<file path="config.mk">
export PLATFORM = sky130hd
export DESIGN_NAME = pluto_epp_slave_flat
export DESIGN_NICKNAME = d
export VERILOG_FILES = /design/src/rtl/pluto_epp_pkg.sv /design/src/rtl/pluto_epp_slave_if.sv /design/src/rtl/pluto_epp_slave_sync.sv /design/src/rtl/pluto_epp_slave.sv /design/src/flat_wrapper.sv
export SDC_FILE = /design/constraint.sdc
export NUM_CORES = 1
export LEC_CHECK = 0
export ABC_AREA = 1
export CORE_ASPECT_RATIO = 1.4
export CORE_UTILIZATION = 40
export DETAILED_ROUTE_END_ITERATION = 10
export PLACE_DENSITY = 0.71
export SLEW_MARGIN = 20
export SYNTH_ARGS = -nofsm -noshare
export SYNTH_HDL_FRONTEND = slang
export SYNTH_SLANG_ARGS = --single-unit
</file>
<file path="constraint.sdc">
create_clock -name clk -period 1.75 [get_ports clk]
set_input_delay 0.2625 -clock clk [delete_from_list [all_inputs] [get_ports clk]]
set_output_delay 0.2625 -clock clk [all_outputs]
set_load 0.05 [all_outputs]
</file>
<file path="src/rtl/pluto_epp_pkg.sv">
// Shared types and constants for the pluto EPP slave front end.
package pluto_epp_pkg;

   typedef enum logic [1:0] {
      ST_IDLE,
      ST_ACT,
      ST_HOLD,
      ST_REL
   } epp_state_e;

   localparam int unsigned EPP_AW   = 5;
   localparam int unsigned RD_BYTES = 4;
   localparam int unsigned LANE_W   = $clog2(RD_BYTES);

   function automatic logic [7:0] byte_lane(input logic [8*RD_BYTES-1:0] word,
                                            input logic [LANE_W-1:0]     lane);
      logic [8*RD_BYTES-1:0] shifted;
      shifted = word >> {lane, 3'b000};
      return shifted[7:0];
   endfunction

endpackage

</file>
<file path="src/rtl/pluto_epp_slave_if.sv">
// EPP pad-side signal bundle; the host drives the strobes, the slave answers.
interface pluto_epp_slave_if;
   logic       nWrite;
   logic       nDataStr;
   logic       nAddrStr;
   logic [7:0] pport_din;
   logic [7:0] pport_dout;
   logic       pport_oe;
   logic       nWait;

   modport master (
      output nWrite, nDataStr, nAddrStr, pport_din,
      input  pport_dout, pport_oe, nWait
   );

   modport slave (
      input  nWrite, nDataStr, nAddrStr, pport_din,
      output pport_dout, pport_oe, nWait
   );
endinterface

</file>
<file path="src/rtl/pluto_epp_slave_sync.sv">
// Two-flop synchroniser with a registered previous value for rising-edge detection.
module epp_sync #(
   parameter logic RST_VAL = 1'b0
) (
   input  logic clk,
   input  logic reset,
   input  logic d_i,
   output logic level_o,
   output logic rise_o
);

   logic [1:0] sync_q, sync_d;
   logic       prev_q, prev_d;

   always_comb begin
      sync_d = {sync_q[0], d_i};
      prev_d = sync_q[1];
   end

   always_ff @(posedge clk) begin
      if (reset) begin
         sync_q <= {2{RST_VAL}};
         prev_q <= RST_VAL;
      end else begin
         sync_q <= sync_d;
         prev_q <= prev_d;
      end
   end

   assign level_o = sync_q[1];
   assign rise_o  = sync_q[1] & ~prev_q;

endmodule

</file>
<file path="src/rtl/pluto_epp_slave.sv">
// EPP slave: strobe synchronisation, nWait handshake, auto-incrementing address,
// 16-bit write assembly and byte-serial readout of 32-bit read words.
module pluto_epp_slave
   import pluto_epp_pkg::*;
#(
   parameter int unsigned AW = EPP_AW
) (
   input  logic                 clk,
   input  logic                 reset,
   pluto_epp_slave_if.slave     epp,
   output logic                 wr_stb,
   output logic [AW-1:0]        wr_addr,
   output logic [7:0]           wr_byte,
   output logic [15:0]          wr_word,
   output logic                 rd_stb,
   output logic [AW-1:0]        rd_addr,
   input  logic [31:0]          rd_data
);

   logic ds_lvl, ds_rise, as_lvl, as_rise, rd_dir, dir_rise_unused;

   epp_sync #(.RST_VAL(1'b0)) u_sync_ds (
      .clk(clk), .reset(reset), .d_i(~epp.nDataStr), .level_o(ds_lvl), .rise_o(ds_rise)
   );
   epp_sync #(.RST_VAL(1'b0)) u_sync_as (
      .clk(clk), .reset(reset), .d_i(~epp.nAddrStr), .level_o(as_lvl), .rise_o(as_rise)
   );
   epp_sync #(.RST_VAL(1'b1)) u_sync_dir (
      .clk(clk), .reset(reset), .d_i(epp.nWrite), .level_o(rd_dir), .rise_o(dir_rise_unused)
   );

   logic active, strobe_edge;
   assign active = ds_lvl | as_lvl;
   // Edge of the combined strobe: some strobe rose and neither was already held.
   assign strobe_edge = (ds_rise | as_rise) & ~((ds_lvl & ~ds_rise) | (as_lvl & ~as_rise));

   epp_state_e       state_q, state_d;
   logic [AW-1:0]    addr_q, addr_d;
   logic [7:0]       lowbyte_q, lowbyte_d;
   logic [31:0]      rbuf_q, rbuf_d;
   logic [7:0]       out_byte_q, out_byte_d;
   logic             is_addr_q, is_addr_d;
   logic             is_read_q, is_read_d;
   logic [31:0]      rd_word;

   always_comb begin
      state_d    = state_q;
      addr_d     = addr_q;
      lowbyte_d  = lowbyte_q;
      rbuf_d     = rbuf_q;
      out_byte_d = out_byte_q;
      is_addr_d  = is_addr_q;
      is_read_d  = is_read_q;
      wr_stb     = 1'b0;
      wr_byte    = '0;
      wr_word    = '0;
      rd_stb     = 1'b0;
      rd_word    = (addr_q[LANE_W-1:0] == '0) ? rd_data : rbuf_q;

      unique case (state_q)
         ST_IDLE: begin
            if (strobe_edge) begin
               state_d   = ST_ACT;
               is_addr_d = as_lvl;
               is_read_d = rd_dir;
            end
         end
         ST_ACT: begin
            state_d = ST_HOLD;
            if (is_addr_q) begin
               if (is_read_q) out_byte_d = 8'(addr_q);
               else           addr_d     = epp.pport_din[AW-1:0];
            end else if (!is_read_q) begin
               wr_stb    = 1'b1;
               wr_byte   = epp.pport_din;
               wr_word   = {epp.pport_din, lowbyte_q};
               lowbyte_d = epp.pport_din;
               addr_d    = addr_q + AW'(1);
            end else begin
               if (addr_q[LANE_W-1:0] == '0) begin
                  rd_stb = 1'b1;
                  rbuf_d = rd_data;
               end
               out_byte_d = byte_lane(rd_word, addr_q[LANE_W-1:0]);
               addr_d     = addr_q + AW'(1);
            end
         end
         ST_HOLD: begin
            if (!active) state_d = ST_REL;
         end
         ST_REL: begin
            state_d = ST_IDLE;
         end
         default: state_d = ST_IDLE;
      endcase
   end

   always_ff @(posedge clk) begin
      if (reset) begin
         state_q    <= ST_IDLE;
         addr_q     <= '0;
         lowbyte_q  <= '0;
         rbuf_q     <= '0;
         out_byte_q <= '0;
         is_addr_q  <= 1'b0;
         is_read_q  <= 1'b0;
      end else begin
         state_q    <= state_d;
         addr_q     <= addr_d;
         lowbyte_q  <= lowbyte_d;
         rbuf_q     <= rbuf_d;
         out_byte_q <= out_byte_d;
         is_addr_q  <= is_addr_d;
         is_read_q  <= is_read_d;
      end
   end

   assign wr_addr        = addr_q;
   assign rd_addr        = addr_q;
   assign epp.pport_dout = out_byte_q;
   assign epp.pport_oe   = (state_q == ST_HOLD) && is_read_q;
   assign epp.nWait      = !((state_q == ST_HOLD) || (state_q == ST_REL));

endmodule

</file>
<file path="src/flat_wrapper.sv">
// flat-port wrapper written by rule: the top's interface ports become plain ports
module pluto_epp_slave_flat import pluto_epp_pkg::*;
#(
   parameter int unsigned AW = EPP_AW
)
  (clk, reset, wr_stb, wr_addr, wr_byte, wr_word, rd_stb, rd_addr, rd_data, epp_nWrite, epp_nDataStr, epp_nAddrStr, epp_pport_din, epp_pport_dout, epp_pport_oe, epp_nWait);
  pluto_epp_slave_if epp_i ();
  input  logic clk;
  input  logic reset;
  output logic wr_stb;
  output logic [AW-1:0] wr_addr;
  output logic [7:0] wr_byte;
  output logic [15:0] wr_word;
  output logic rd_stb;
  output logic [AW-1:0] rd_addr;
  input  logic [31:0] rd_data;
  input wire logic [$bits(epp_i.nWrite)-1:0] epp_nWrite;
  input wire logic [$bits(epp_i.nDataStr)-1:0] epp_nDataStr;
  input wire logic [$bits(epp_i.nAddrStr)-1:0] epp_nAddrStr;
  input wire logic [$bits(epp_i.pport_din)-1:0] epp_pport_din;
  output wire logic [$bits(epp_i.pport_dout)-1:0] epp_pport_dout;
  output wire logic [$bits(epp_i.pport_oe)-1:0] epp_pport_oe;
  output wire logic [$bits(epp_i.nWait)-1:0] epp_nWait;
  assign epp_i.nWrite = epp_nWrite;
  assign epp_i.nDataStr = epp_nDataStr;
  assign epp_i.nAddrStr = epp_nAddrStr;
  assign epp_i.pport_din = epp_pport_din;
  assign epp_pport_dout = epp_i.pport_dout;
  assign epp_pport_oe = epp_i.pport_oe;
  assign epp_nWait = epp_i.nWait;
  pluto_epp_slave #(.AW(AW)) u_core (.clk(clk), .reset(reset), .epp(epp_i), .wr_stb(wr_stb), .wr_addr(wr_addr), .wr_byte(wr_byte), .wr_word(wr_word), .rd_stb(rd_stb), .rd_addr(rd_addr), .rd_data(rd_data));
endmodule
</file>
==> tab_implementation.tex <==
\begin{tabular}{lr}
\hline
Metric & Value \\
\hline
\multicolumn{2}{l}{\textbf{Yosys}} \\
Most frequently used cell type in the post-synthesis netlist & sky130\_fd\_sc\_hd\_\_nand2\_1 \\
Compound-gate portion of the synthesized area & roughly a fifth \\
Netlist Area Pre-Place & 3430 um2 \\
Most common flop cell mapped by yosys & sky130\_fd\_sc\_hd\_\_dfxtp\_1 \\
Share of synthesized registers carrying an async set or reset & 0\% \\
Sequential area share after synthesis & between 30 and 40\% \\
XOR/XNOR share of the synthesized area & 0.511\% \\
Cell types with the highest counts after synthesis & 108 x sky130\_fd\_sc\_hd\_\_nand2\_1, 65 x sky130\_fd\_sc\_hd\_\_dfxtp\_1, 54 x sky130\_fd\_sc\_hd\_\_inv\_1 \\
Portion of netlist area occupied by mux cells & 0\% \\
Post-synthesis simple-gate area fraction & 24.1\% \\
Count of flip-flops with a built-in enable after synthesis & 0 \\
Gate Count Post-Synth & approximately 480 \\
Top cell type's share of synthesized area & 37.9\% \\
Post-synthesis net count & 529 \\
\#FFs+latches synth & 65 \\
Average cell area after synthesis & 7.19 um2 \\
Number of synthesis warnings & 0 \\
Cell accounting for the most synthesized area & sky130\_fd\_sc\_hd\_\_dfxtp\_1 \\
Number of library cell types mapped by synthesis & 30 \\
Synth Area in Adders & roughly 2.6\% \\
Largest family of logic cells by synthesized area & simple AND/OR/NAND/NOR gates \\
Leading cell types by total area after synthesis & sky130\_fd\_sc\_hd\_\_dfxtp\_1 38\%, sky130\_fd\_sc\_hd\_\_nand2\_1 12\%, sky130\_fd\_sc\_hd\_\_inv\_1 5.9\%, sky130\_fd\_sc\_hd\_\_a21oi\_1 5.7\%, sky130\_fd\_sc\_hd\_\_nor2\_1 5.7\% \\
\multicolumn{2}{l}{\textbf{Global routing}} \\
Via count of the first global-routing pass & 3,221 \\
Wire length of the first global-routing pass & $\sim$15,000 um \\
Overall track demand over capacity in global routing & roughly a fifth \\
Overflow left after global routing & 0 \\
Maximum number of pins on one net before global-route repair & between 40 and 50 \\
Number of antenna violations at the first check in global routing & 0 \\
\multicolumn{2}{l}{\textbf{Worst setup path}} \\
WP depth & 8 \\
Worst Path Buf+Inv & 4 \\
Arrival time reported for the critical path endpoint & 1620 ps \\
Critical path's slowest cell & sky130\_fd\_sc\_hd\_\_dfxtp\_2 \\
Highest net fanout along the worst path & 8 \\
Number of cells on the worst reg-to-reg path & 11 \\
Cells along the critical path & inv\_2 -> ha\_4 -> inv\_2 -> nor2\_4 -> nand2\_4 -> buf\_12 -> nor2\_4 -> buf\_12 \\
CP required & approximately 1500 ps \\
Origin of the critical flop-to-flop path & u\_core.state\_q[1] \\
Largest delay share family, worst path & buffers and inverters \\
CP max stage delay & approximately 320 ps \\
Crit path launch type & register \\
Setup Crit Path Kind & register to output pin \\
First element of the critical path & u\_core.state\_q[1] \\
Worst Setup End Kind & output pin \\
\multicolumn{2}{l}{\textbf{CTS}} \\
Clock Path Buffers & 2 \\
Htree depth & 3 \\
Root Driver & sky130\_fd\_sc\_hd\_\_clkbuf\_16 \\
CTS sink count & 65 \\
TritonCTS buffer count & 9 \\
Clock-pin transition on the worst setup and hold timing paths & 50 ps \\
Clock insertion delay at the later pin of the skew report & about 330 ps \\
CTS tree & built \\
\multicolumn{2}{l}{\textbf{Route}} \\
Number of vias per cell after detailed routing & between 5 and 6 \\
Remaining antenna violation count after routing & 0 \\
Drt pass-1 iters & 4 \\
Total vias in the final route & between 3,000 and 4,000 \\
Number of DRC markers in iteration 0 & 177 \\
Average wire per cell in the routed design & 13.6 um \\
DR DRC count & 0 \\
Sum of routed wire length over all layers & between 9000 and 10,000 um \\
\multicolumn{2}{l}{\textbf{Floorplanning}} \\
Number of top-level pins & 91 \\
Width of the chip & 80.3 um \\
Area of the core & 8250 um2 \\
Number of placement rows & 39 \\
Die area & 8960 um2 \\
Starting density of the core & 41.6\% \\
Die Ht & 112 um \\
\multicolumn{2}{l}{\textbf{Finish}} \\
Layout net count & 613 \\
Final instance area & 5150 um2 \\
ANT cells & 0 \\
Share of post-route cells with drive strength above 1 & 24.6\% \\
Area taken by multi-input logic gates & 1790 um2 \\
Area growth from synthesis to layout & 50.1\% \\
Footprint of the flip-flops and latches & 1310 um2 \\
Layout fillers & 701 \\
\multicolumn{2}{l}{\textbf{Place}} \\
Number of buffers added on ports & 90 \\
DP Worst Slack & about 120 ps \\
Placed Area & 4720 um2 \\
Routability cong. & 0.822 \\
Post-detail-place hpwl & $\sim$6400 um \\
\multicolumn{2}{l}{\textbf{STA}} \\
\# setup viols final & 25 \\
Unrepaired setup endpoints after global routing & yes \\
Largest clock skew in the final design & 4.94 ps \\
Minimum period implied by the final worst setup slack & 1880 ps \\
Worst relative slew slack & 76.1\% \\
Tightest Pin Transition & 355 ps \\
Post-route setup slack & -134 ps \\
Number of slew-limit violations in the final report & 0 \\
Post-route clock period utilization & 108\% \\
Final hold slack & 277 ps \\
Highest clock rate & 531 MHz \\
Fin. Hold Viols & 0 \\
\multicolumn{2}{l}{\textbf{Power}} \\
Net switching power & 3200 uW \\
Comb pwr share & 53.0\% \\
Clock network fraction of total power & 23.3\% \\
Worst IR Drop VDD & 0.828 mV \\
Sequential fraction of design power & around a quarter \\
Static leakage power & 0.00209 uW \\
Sw frac & 42.2\% \\
Cell Pwr Density & 1470 nW/um2 \\
Int Power & 4380 uW \\
\multicolumn{2}{l}{\textbf{Worst hold path}} \\
Origin of the worst min-delay path & reset \\
Hold Crit Class & primary input to register \\
Number of cells on the worst hold path & 2 \\
\multicolumn{2}{l}{\textbf{Run status}} \\
Failing checks & setup timing \\
Run status & finished with violations \\
\multicolumn{2}{l}{\textbf{Run}} \\
Max-Cap Viols & 0 \\
\hline
\end{tabular}
[metal layers]
layer  global-route usage [%]  wire [um]  vias to the layer above
li1                         -          -                     1692
met1                     24.0       3590                     1549
met2                     38.4       4960                       88
met3                     3.36        411                       13
met4                     7.86        149                        0
met5                        0          0                        -
[layout by cell type, fill, tap and decap left out, types with 3 or more instances in the layout]
| master | count |
|---|---|
| sky130_fd_sc_hd__clkbuf_8 | 3 |
| sky130_fd_sc_hd__o21ai_0 | 23 |
| sky130_fd_sc_hd__inv_2 | 5 |
| sky130_fd_sc_hd__dfxtp_2 | 3 |
| sky130_fd_sc_hd__o21ai_1 | 16 |
| sky130_fd_sc_hd__buf_12 | 32 |
| sky130_fd_sc_hd__ha_1 | 5 |
| sky130_fd_sc_hd__nand3_1 | 30 |
| sky130_fd_sc_hd__nand2_1 | 104 |
| sky130_fd_sc_hd__inv_1 | 47 |
| sky130_fd_sc_hd__clkdlybuf4s50_1 | 43 |
| sky130_fd_sc_hd__nand2_4 | 5 |
| sky130_fd_sc_hd__nor2_4 | 16 |
| sky130_fd_sc_hd__nor2_1 | 38 |
| sky130_fd_sc_hd__clkinvlp_4 | 4 |
| sky130_fd_sc_hd__o21a_1 | 4 |
| sky130_fd_sc_hd__dfxtp_1 | 60 |
| sky130_fd_sc_hd__o21ai_2 | 3 |
| sky130_fd_sc_hd__a21oi_1 | 39 |
| sky130_fd_sc_hd__a211oi_1 | 7 |
| sky130_fd_sc_hd__buf_4 | 32 |
| sky130_fd_sc_hd__clkbuf_16 | 10 |
| sky130_fd_sc_hd__a311oi_2 | 10 |
[worst paths after layout]
kind | end | slack, ps
setup / recovery | wr_word[10] | -130
setup reg to reg | u_core.rbuf_q[30] | 120
hold / removal | u_core.u_sync_as.sync_q[0] | 280
hold reg to reg | u_core.u_sync_as.sync_q[1] | 400
[cell type report]
cell class / count / share of cell area [%]
well taps: 102 / 2.48
clock buffers: 15 / 5.81
multi-input cells: 315 / 34.8
flip-flops and latches: 65 / 25.5
inverters: 59 / 4.83
repair buffers: 111 / 26.5
clock inverters: 1 / 0.0972
[sequential cells by signal, indices dropped and copies added, names as in the netlist]
register / cells
u_core.u_sync_ds.prev_q: 1
u_core.state_q: 2
u_core.rd_addr: 5
u_core.epp.pport_dout: 8
u_core.is_read_q: 1
u_core.is_addr_q: 1
u_core.lowbyte_q: 8
u_core.u_sync_as.sync_q: 2
u_core.u_sync_as.prev_q: 1
u_core.u_sync_ds.sync_q: 2
u_core.u_sync_dir.sync_q: 2
u_core.rbuf_q: 32
[through the flow]
step                std cells  utilization, %  setup TNS (ps)  total power (uW)
global route              668            62.4           -4040              8020
CTS                       664            62.0           -2760              7570
floorplan                 477               -           -92.8              4600
finish                    668            62.4           -2300              7580
global placement          643            57.3               0              5550
detailed placement        643            57.3               0              5630
[cell families after synthesis]
| kind of cell | count (synthesis) |
|---|---|
| flops | 65 |
| compound gates | 105 |
| buf+inv | 97 |
| xor+xnor | 2 |
| simple gates | 201 |
| fa+ha+maj | 7 |
[what timing repair did]
action / 4_1_cts / 5_1_grt
gates cloned: 1 / 0
gates resized for setup: 4 / 5
pin swaps: 3 / 5
setup buffers: 4 / 4
hold buffers: 0 / 0
endpoints found under the setup margin: 26 / 25
[power groups by stage]
stage	sequential [uW]	clock (uW)	combinational, uW
after floorplan	1950	0	2650
after global placement	1810	0	3750
after detailed placement	1820	0	3810
after CTS	1790	1800	3980
after global routing	1820	1880	4330
final	1800	1770	4020
[worst register-to-register path: stages (launching register included)]
cell and delay [ps]:
sky130_fd_sc_hd__dfxtp_2 320, sky130_fd_sc_hd__inv_2 70, sky130_fd_sc_hd__ha_4 130, sky130_fd_sc_hd__buf_4 100, sky130_fd_sc_hd__buf_6 110, sky130_fd_sc_hd__nand2_8 60
sky130_fd_sc_hd__nor2_4 130, sky130_fd_sc_hd__inv_2 70, sky130_fd_sc_hd__buf_4 140, sky130_fd_sc_hd__buf_6 170, sky130_fd_sc_hd__o21ai_1 160, sky130_fd_sc_hd__a21oi_1 50
No activity file was read; power rests on OpenSTA's default activity.
